[src/rtl/ama_riscv_fwd_scoreboard_pkg.sv]
// Shared definitions for the operand-forwarding scoreboard.
//   fwd_sel_e  : operand-mux select encoding (RF, or forward from EX/MEM/WB)
//   RF_X0_ZERO : hard-wired zero register index, never tracked
package ama_riscv_fwd_scoreboard_pkg;

  typedef enum logic [1:0] {
    FWD_SEL_RF  = 2'd0,
    FWD_SEL_EX  = 2'd1,
    FWD_SEL_MEM = 2'd2,
    FWD_SEL_WB  = 2'd3
  } fwd_sel_e;

  localparam int unsigned RF_X0_ZERO = 0;

endpackage

[src/rtl/ama_riscv_fwd_entry.sv]
// One tracked pipeline stage {valid, rd, cnt} of the forwarding scoreboard.
//   clk, rst     : clock, asynchronous active-high reset (clears the entry)
//   shift_valid  : valid bit shifted in from the younger stage (or ID)
//   shift_rd     : destination register shifted in
//   shift_cnt    : remaining latency shifted in
//   valid/rd/cnt : registered entry contents
// DEC_IN=1 applies a saturating decrement to the incoming count; the first
// stage loads the ID latency unmodified and uses DEC_IN=0.
module ama_riscv_fwd_entry #(
  parameter int unsigned RF_ADDR_W = 5,
  parameter int unsigned LAT_W     = 2,
  parameter bit          DEC_IN    = 1'b1
) (
  input  logic                 clk,
  input  logic                 rst,
  input  logic                 shift_valid,
  input  logic [RF_ADDR_W-1:0] shift_rd,
  input  logic [LAT_W-1:0]     shift_cnt,
  output logic                 valid,
  output logic [RF_ADDR_W-1:0] rd,
  output logic [LAT_W-1:0]     cnt
);

  logic [LAT_W-1:0] cnt_nxt;

  always_comb begin
    cnt_nxt = shift_cnt;
    if (DEC_IN && (shift_cnt != '0)) cnt_nxt = shift_cnt - LAT_W'(1);
  end

  always_ff @(posedge clk or posedge rst) begin
    if (rst) begin
      valid <= 1'b0;
      rd    <= '0;
      cnt   <= '0;
    end else begin
      valid <= shift_valid;
      rd    <= shift_rd;
      cnt   <= cnt_nxt;
    end
  end

endmodule

[src/rtl/ama_riscv_fwd_scoreboard.sv]
// Operand-forwarding and hazard unit for the ID stage.
// Tracks in-flight register writes over FWD_DEPTH stages (1=EX, 2=MEM, 3=WB),
// each with a result-latency countdown, and produces per-source forward
// selects (youngest matching producer wins) plus a load-use/multi-cycle stall.
//   clk, rst   : clock, asynchronous active-high reset
//   id_valid   : valid instruction in ID
//   rs_id      : source addresses, src i at [i*RF_ADDR_W +: RF_ADDR_W]
//   rs_used    : src i is read by the instruction
//   rd_id      : destination of the ID instruction
//   reg_we_id  : ID instruction writes rd
//   lat_id     : stages after EX entry until forwardable (0=ALU, 1=load)
//   flush      : kill the ID instruction
//   fwd_sel    : per src, 0=RF, k=forward from stage k (combinational)
//   stall      : hold IF/ID, inject bubble into EX (combinational)
module ama_riscv_fwd_scoreboard
  import ama_riscv_fwd_scoreboard_pkg::*;
#(
  parameter  int unsigned NUM_SRC   = 2,
  parameter  int unsigned RF_ADDR_W = 5,
  parameter  int unsigned FWD_DEPTH = 3,
  parameter  int unsigned LAT_W     = 2,
  localparam int unsigned FWD_SEL_W = $clog2(FWD_DEPTH + 1)
) (
  input  logic                           clk,
  input  logic                           rst,
  input  logic                           id_valid,
  input  logic [NUM_SRC*RF_ADDR_W-1:0]   rs_id,
  input  logic [NUM_SRC-1:0]             rs_used,
  input  logic [RF_ADDR_W-1:0]           rd_id,
  input  logic                           reg_we_id,
  input  logic [LAT_W-1:0]               lat_id,
  input  logic                           flush,
  output logic [NUM_SRC*FWD_SEL_W-1:0]   fwd_sel,
  output logic                           stall
);

  localparam logic [LAT_W-1:0]     MAX_LAT = LAT_W'(FWD_DEPTH - 1);
  localparam logic [RF_ADDR_W-1:0] X0      = RF_ADDR_W'(RF_X0_ZERO);

  // index k-1 holds stage k
  logic [FWD_DEPTH-1:0] e_valid;
  logic [RF_ADDR_W-1:0] e_rd  [FWD_DEPTH];
  logic [LAT_W-1:0]     e_cnt [FWD_DEPTH];

  logic [NUM_SRC-1:0]   hazard;
  logic [LAT_W-1:0]     lat_clamped;
  logic                 load_ok;

  assign lat_clamped = (lat_id > MAX_LAT) ? MAX_LAT : lat_id;
  assign load_ok     = id_valid & reg_we_id & (rd_id != X0) & ~stall & ~flush;

  for (genvar g = 0; g < FWD_DEPTH; g++) begin : g_entry
    if (g == 0) begin : g_head
      ama_riscv_fwd_entry #(
        .RF_ADDR_W (RF_ADDR_W),
        .LAT_W     (LAT_W),
        .DEC_IN    (1'b0)
      ) u_entry (
        .clk         (clk),
        .rst         (rst),
        .shift_valid (load_ok),
        .shift_rd    (rd_id),
        .shift_cnt   (lat_clamped),
        .valid       (e_valid[g]),
        .rd          (e_rd[g]),
        .cnt         (e_cnt[g])
      );
    end else begin : g_tail
      ama_riscv_fwd_entry #(
        .RF_ADDR_W (RF_ADDR_W),
        .LAT_W     (LAT_W),
        .DEC_IN    (1'b1)
      ) u_entry (
        .clk         (clk),
        .rst         (rst),
        .shift_valid (e_valid[g-1]),
        .shift_rd    (e_rd[g-1]),
        .shift_cnt   (e_cnt[g-1]),
        .valid       (e_valid[g]),
        .rd          (e_rd[g]),
        .cnt         (e_cnt[g])
      );
    end
  end

  for (genvar s = 0; s < NUM_SRC; s++) begin : g_src
    logic [RF_ADDR_W-1:0] rs;
    logic [FWD_SEL_W-1:0] sel;
    logic                 haz;

    assign rs = rs_id[s*RF_ADDR_W +: RF_ADDR_W];

    // Scan oldest to youngest so the lowest matching stage is the last write.
    always_comb begin
      sel = FWD_SEL_W'(FWD_SEL_RF);
      haz = 1'b0;
      if (rs_used[s] && (rs != X0)) begin
        for (int unsigned k = FWD_DEPTH; k > 0; k--) begin
          if (e_valid[k-1] && (e_rd[k-1] == rs)) begin
            if (e_cnt[k-1] == '0) begin
              sel = FWD_SEL_W'(k);
              haz = 1'b0;
            end else begin
              sel = FWD_SEL_W'(FWD_SEL_RF);
              haz = 1'b1;
            end
          end
        end
      end
    end

    assign fwd_sel[s*FWD_SEL_W +: FWD_SEL_W] = sel;
    assign hazard[s] = haz;
  end

  assign stall = id_valid & ~flush & (|hazard);

  lat_range_chk : assert property (@(posedge clk) disable iff (rst)
    (id_valid && reg_we_id) |-> (lat_id <= MAX_LAT));

endmodule

[config.mk]
export PLATFORM = sky130hd
export DESIGN_NAME = ama_riscv_fwd_scoreboard
export DESIGN_NICKNAME = d
export VERILOG_FILES = /design/src/rtl/ama_riscv_fwd_scoreboard_pkg.sv /design/src/rtl/ama_riscv_fwd_entry.sv /design/src/rtl/ama_riscv_fwd_scoreboard.sv
export SDC_FILE = /design/constraint.sdc
export NUM_CORES = 1
export LEC_CHECK = 0
export ABC_CLOCK_PERIOD_IN_PS = 2000
export CAP_MARGIN = 20
export CORE_ASPECT_RATIO = 2
export CORE_MARGIN = 10
export CORE_UTILIZATION = 40
export DETAILED_ROUTE_END_ITERATION = 8
export PLACE_DENSITY_LB_ADDON = 0.2
export SYNTH_ARGS = -nofsm -noshare
export SYNTH_HDL_FRONTEND = slang
export SYNTH_SLANG_ARGS = --single-unit
[constraint.sdc]
create_clock -name clk -period 2 [get_ports clk]
set_input_delay 0.2 -clock clk [delete_from_list [all_inputs] [get_ports clk]]
set_output_delay 0.2 -clock clk [all_outputs]
set_load 0.02 [all_outputs]
==> out/qor.txt <==
status: finished, violations left
failing checks: setup timing
syn_nets: 136
critical path required time: 1.80 ns
crit-path max FO: 2
share of power burned in registers: 0.513
share of layout cells above drive strength 1: 0.337
I/O pins: 29
PwrDens: 553 nW/um2
chip width: 59.0 um
WL/cell: 18.1 um
number of diodes: 0
WP data arrival: 2.09 ns
final setup violation count: 5
Layout Nets: 195
Synth cell types: 26
RSZ-0062 raised after global routing: true
cell family with most CP delay: compound AO/OA/AOI/OAI gates
Critical Path Start Type: flip-flop
Hold-fix buffers, CTS: 0
mapped cell area: 1220 um2
Fin. Hold Viols: 0
Seq. cell area: 601 um2
HPWL after DPL: 2.71 mm
Seq/Total Area, Yosys: 0.493
Mean Syn Cell Area: 10.9 um2
Post-synth EDFFs: 0
chip height: 98.1 um
Final Worst Setup Slack: -0.295 ns
Worst-Skew Late Latency: 0.27 ns
gr ovfl total: 0
core area: 2940 um2
post-synth top area cell: dfrtp_1
clk_skew: 0.00285 ns
DRT iter0 DRCs: 26
sw power: 279 uW
clock buffer depth: 2
Multi-input gate area: 706 um2
worst rel slew slack: 0.766
DRC Markers: 0
crit path cell chain: xor2_2, a2111oi_4, o2111ai_2, buf_4, nor4_4, mux2i_1, nor2_1, buf_4
H-tree Lvls: 1
Clock power frac: 0.280
FF+latch count, synth: 24
clk sinks: 24
Worst path slowest cell: dfrtp_1
# rows: 28
CP endpoint kind: output port
Peak VDD IR: 0.670 mV
Pleak: 0.000822 uW
most frequent cell after synthesis: dfrtp_1
largest net degree at the start of global routing: 25
first-pass GRT wire length: 6.04 mm
Least-Margin Pin Slew: 0.351 ns
CP max stage delay: 0.41 ns
total power: 1040 uW
Worst Path Buf+Inv: 2
crit path kind: flip-flop to output port
Slew Viols, Final: 0
vias in the first global route: 1,228
Ys Warns: 0
Gate power share: 0.208
most instantiated cells after synthesis: dfrtp_1, xnor2_1, xor2_1
gpl congestion: 0.853
synthesis-to-layout area growth: 54.3%
clock-pin slew on the worst setup and hold paths: 0.08 ns
final core utilization: 0.639
Root Driver: clkbuf_8
GRT Total Usage: 0.134
vias per std cell: 5.50
highest clock rate: 436 MHz
number of port buffers: 28
1st-pass router iterations: 5
Async S/R FF share, synth: 1.00
dominant synthesized flop cell: dfrtp_1
Hold WC Path Type: primary input to asynchronous set/reset pin
post-synth top area share: 0.493
DR vias: 1,094
final wirelength: 3.60 mm
Final Critical Period: 2.29 ns
Syn Inst Count: 112
Final Cycle Share: 1.15
Detail Route Antenna Nets: 0
Top cell by count, worst path: buf_4
internal power: 761 uW
Initial Util: 0.414
Filler Cell Count: 275
sw frac: 0.268
top post-synthesis cells by area: dfrtp_1, xnor2_1, xor2_1
TritonCTS clock tree: built
die area: 5790 um2
max-cap viol count: 0
TritonCTS Buffers: 3
initial antenna violation count: 0
==> placed cells by master, fill, tap and decap left out, types with 5 or more instances in the layout <==
cell	instances
nor2b_1	6
nor2_1	5
xor2_1	6
buf_4	31
clkdlybuf4s50_1	16
inv_1	7
dfrtp_1	24
xnor2_1	14
dlygate4sd2_1	6
nand2_1	6
==> routing by layer <==
| metal | global-route usage | vias up | share of wire |
|---|---|---|---|
| met2 | 0.237 | 41 | 0.56 |
| met5 | 0 | - | 0 |
| met1 | 0.133 | 532 | 0.35 |
| li1 | - | 509 | - |
| met4 | 0.0693 | 0 | 0.031 |
| met3 | 0.0402 | 12 | 0.059 |
==> registers in the layout, indices dropped and copies added (netlist names) <==
register,cells
g_entry.g_head.u_entry.rd,5
g_entry.g_tail.u_entry.cnt,4
g_entry.g_head.u_entry.valid,1
g_entry.g_tail.u_entry.valid,2
g_entry.g_tail.u_entry.rd,10
g_entry.g_head.u_entry.cnt,2
==> metrics by stage <==
step / setup WS, ns / cells / area [um2] / TNS, ns / hold slack, ns
global placement: -0.770 / 192 / 1710 / -3.93 / 0.387
finish: -0.295 / 199 / 1880 / -1.10 / 0.278
detailed placement: -0.806 / 192 / 1710 / -4.05 / 0.401
global route: -0.422 / 199 / 1880 / -1.70 / 0.339
CTS: -0.284 / 198 / 1850 / -0.912 / 0.289
floorplan: 0.0382 / 112 / 1220 / 0 / 0.215
==> cell type report <==
cell class | instances | area share
multi-input cells | 80 | 0.375
flip-flops and latches | 24 | 0.319
repair buffers | 55 | 0.250
clock buffers | 3 | 0.0220
well taps | 30 | 0.0200
inverters | 7 | 0.0140
==> worst register-to-register path: stages, from the launching register on <==
cell and delay [ns]:
dfrtp_1 0.41, buf_6 0.13, xnor2_2 0.16, o2111a_1 0.22
o2111ai_2 0.14, o311ai_1 0.33, a22oi_2 0.11, buf_4 0.15
o2111a_1 0.12
==> cell families (layout without fill, tap and decap cells) <==
group,after synthesis,after routing,synth area share
xor gates and xnor gates,24,24,0.172
muxes,2,2,0.0164
DFF,24,24,0.493
and+or+nand+nor,38,38,0.174
AOI/OAI and AO/OA,16,16,0.120
buffers and inverters,8,65,0.0246
==> power by group through the flow <==
stage / logic (uW) / registers (uW) / clock network [uW]
detailed placement: 199 / 540 / 0
finish: 216 / 533 / 291
global placement: 193 / 538 / 0
CTS: 214 / 532 / 292
floorplan: 84.5 / 534 / 0
global route: 237 / 536 / 319
==> what timing repair did <==
item | in CTS | in global routing
setup endpoints to repair | 5 | 6
setup buffers | 3 | 1
gates resized for setup | 49 | 6
hold endpoints to repair | 0 | 0
pin swaps | 11 | 1
==> path summary, 6_finish.rpt <==
check | depth (start not counted) | endpoint | slack, ns | startpoint
max | 8 | fwd_sel[0] | -0.29 | g_entry[2].g_tail.u_entry.rd[2]
min | 3 | g_entry[1].g_tail.u_entry.rd[3] | 0.28 | rst
max reg2reg | 8 | g_entry[0].g_head.u_entry.valid | 0.13 | g_entry[2].g_tail.u_entry.rd[3]
min reg2reg | 0 | g_entry[1].g_tail.u_entry.valid | 0.43 | g_entry[0].g_head.u_entry.valid
max in group asynchronous | 3 | g_entry[2].g_tail.u_entry.rd[4] | 1.48 | rst
min in group clk | 1 | g_entry[0].g_head.u_entry.rd[4] | 0.39 | rd_id[4]
Note: power is estimated with default switching activity, not from simulation.
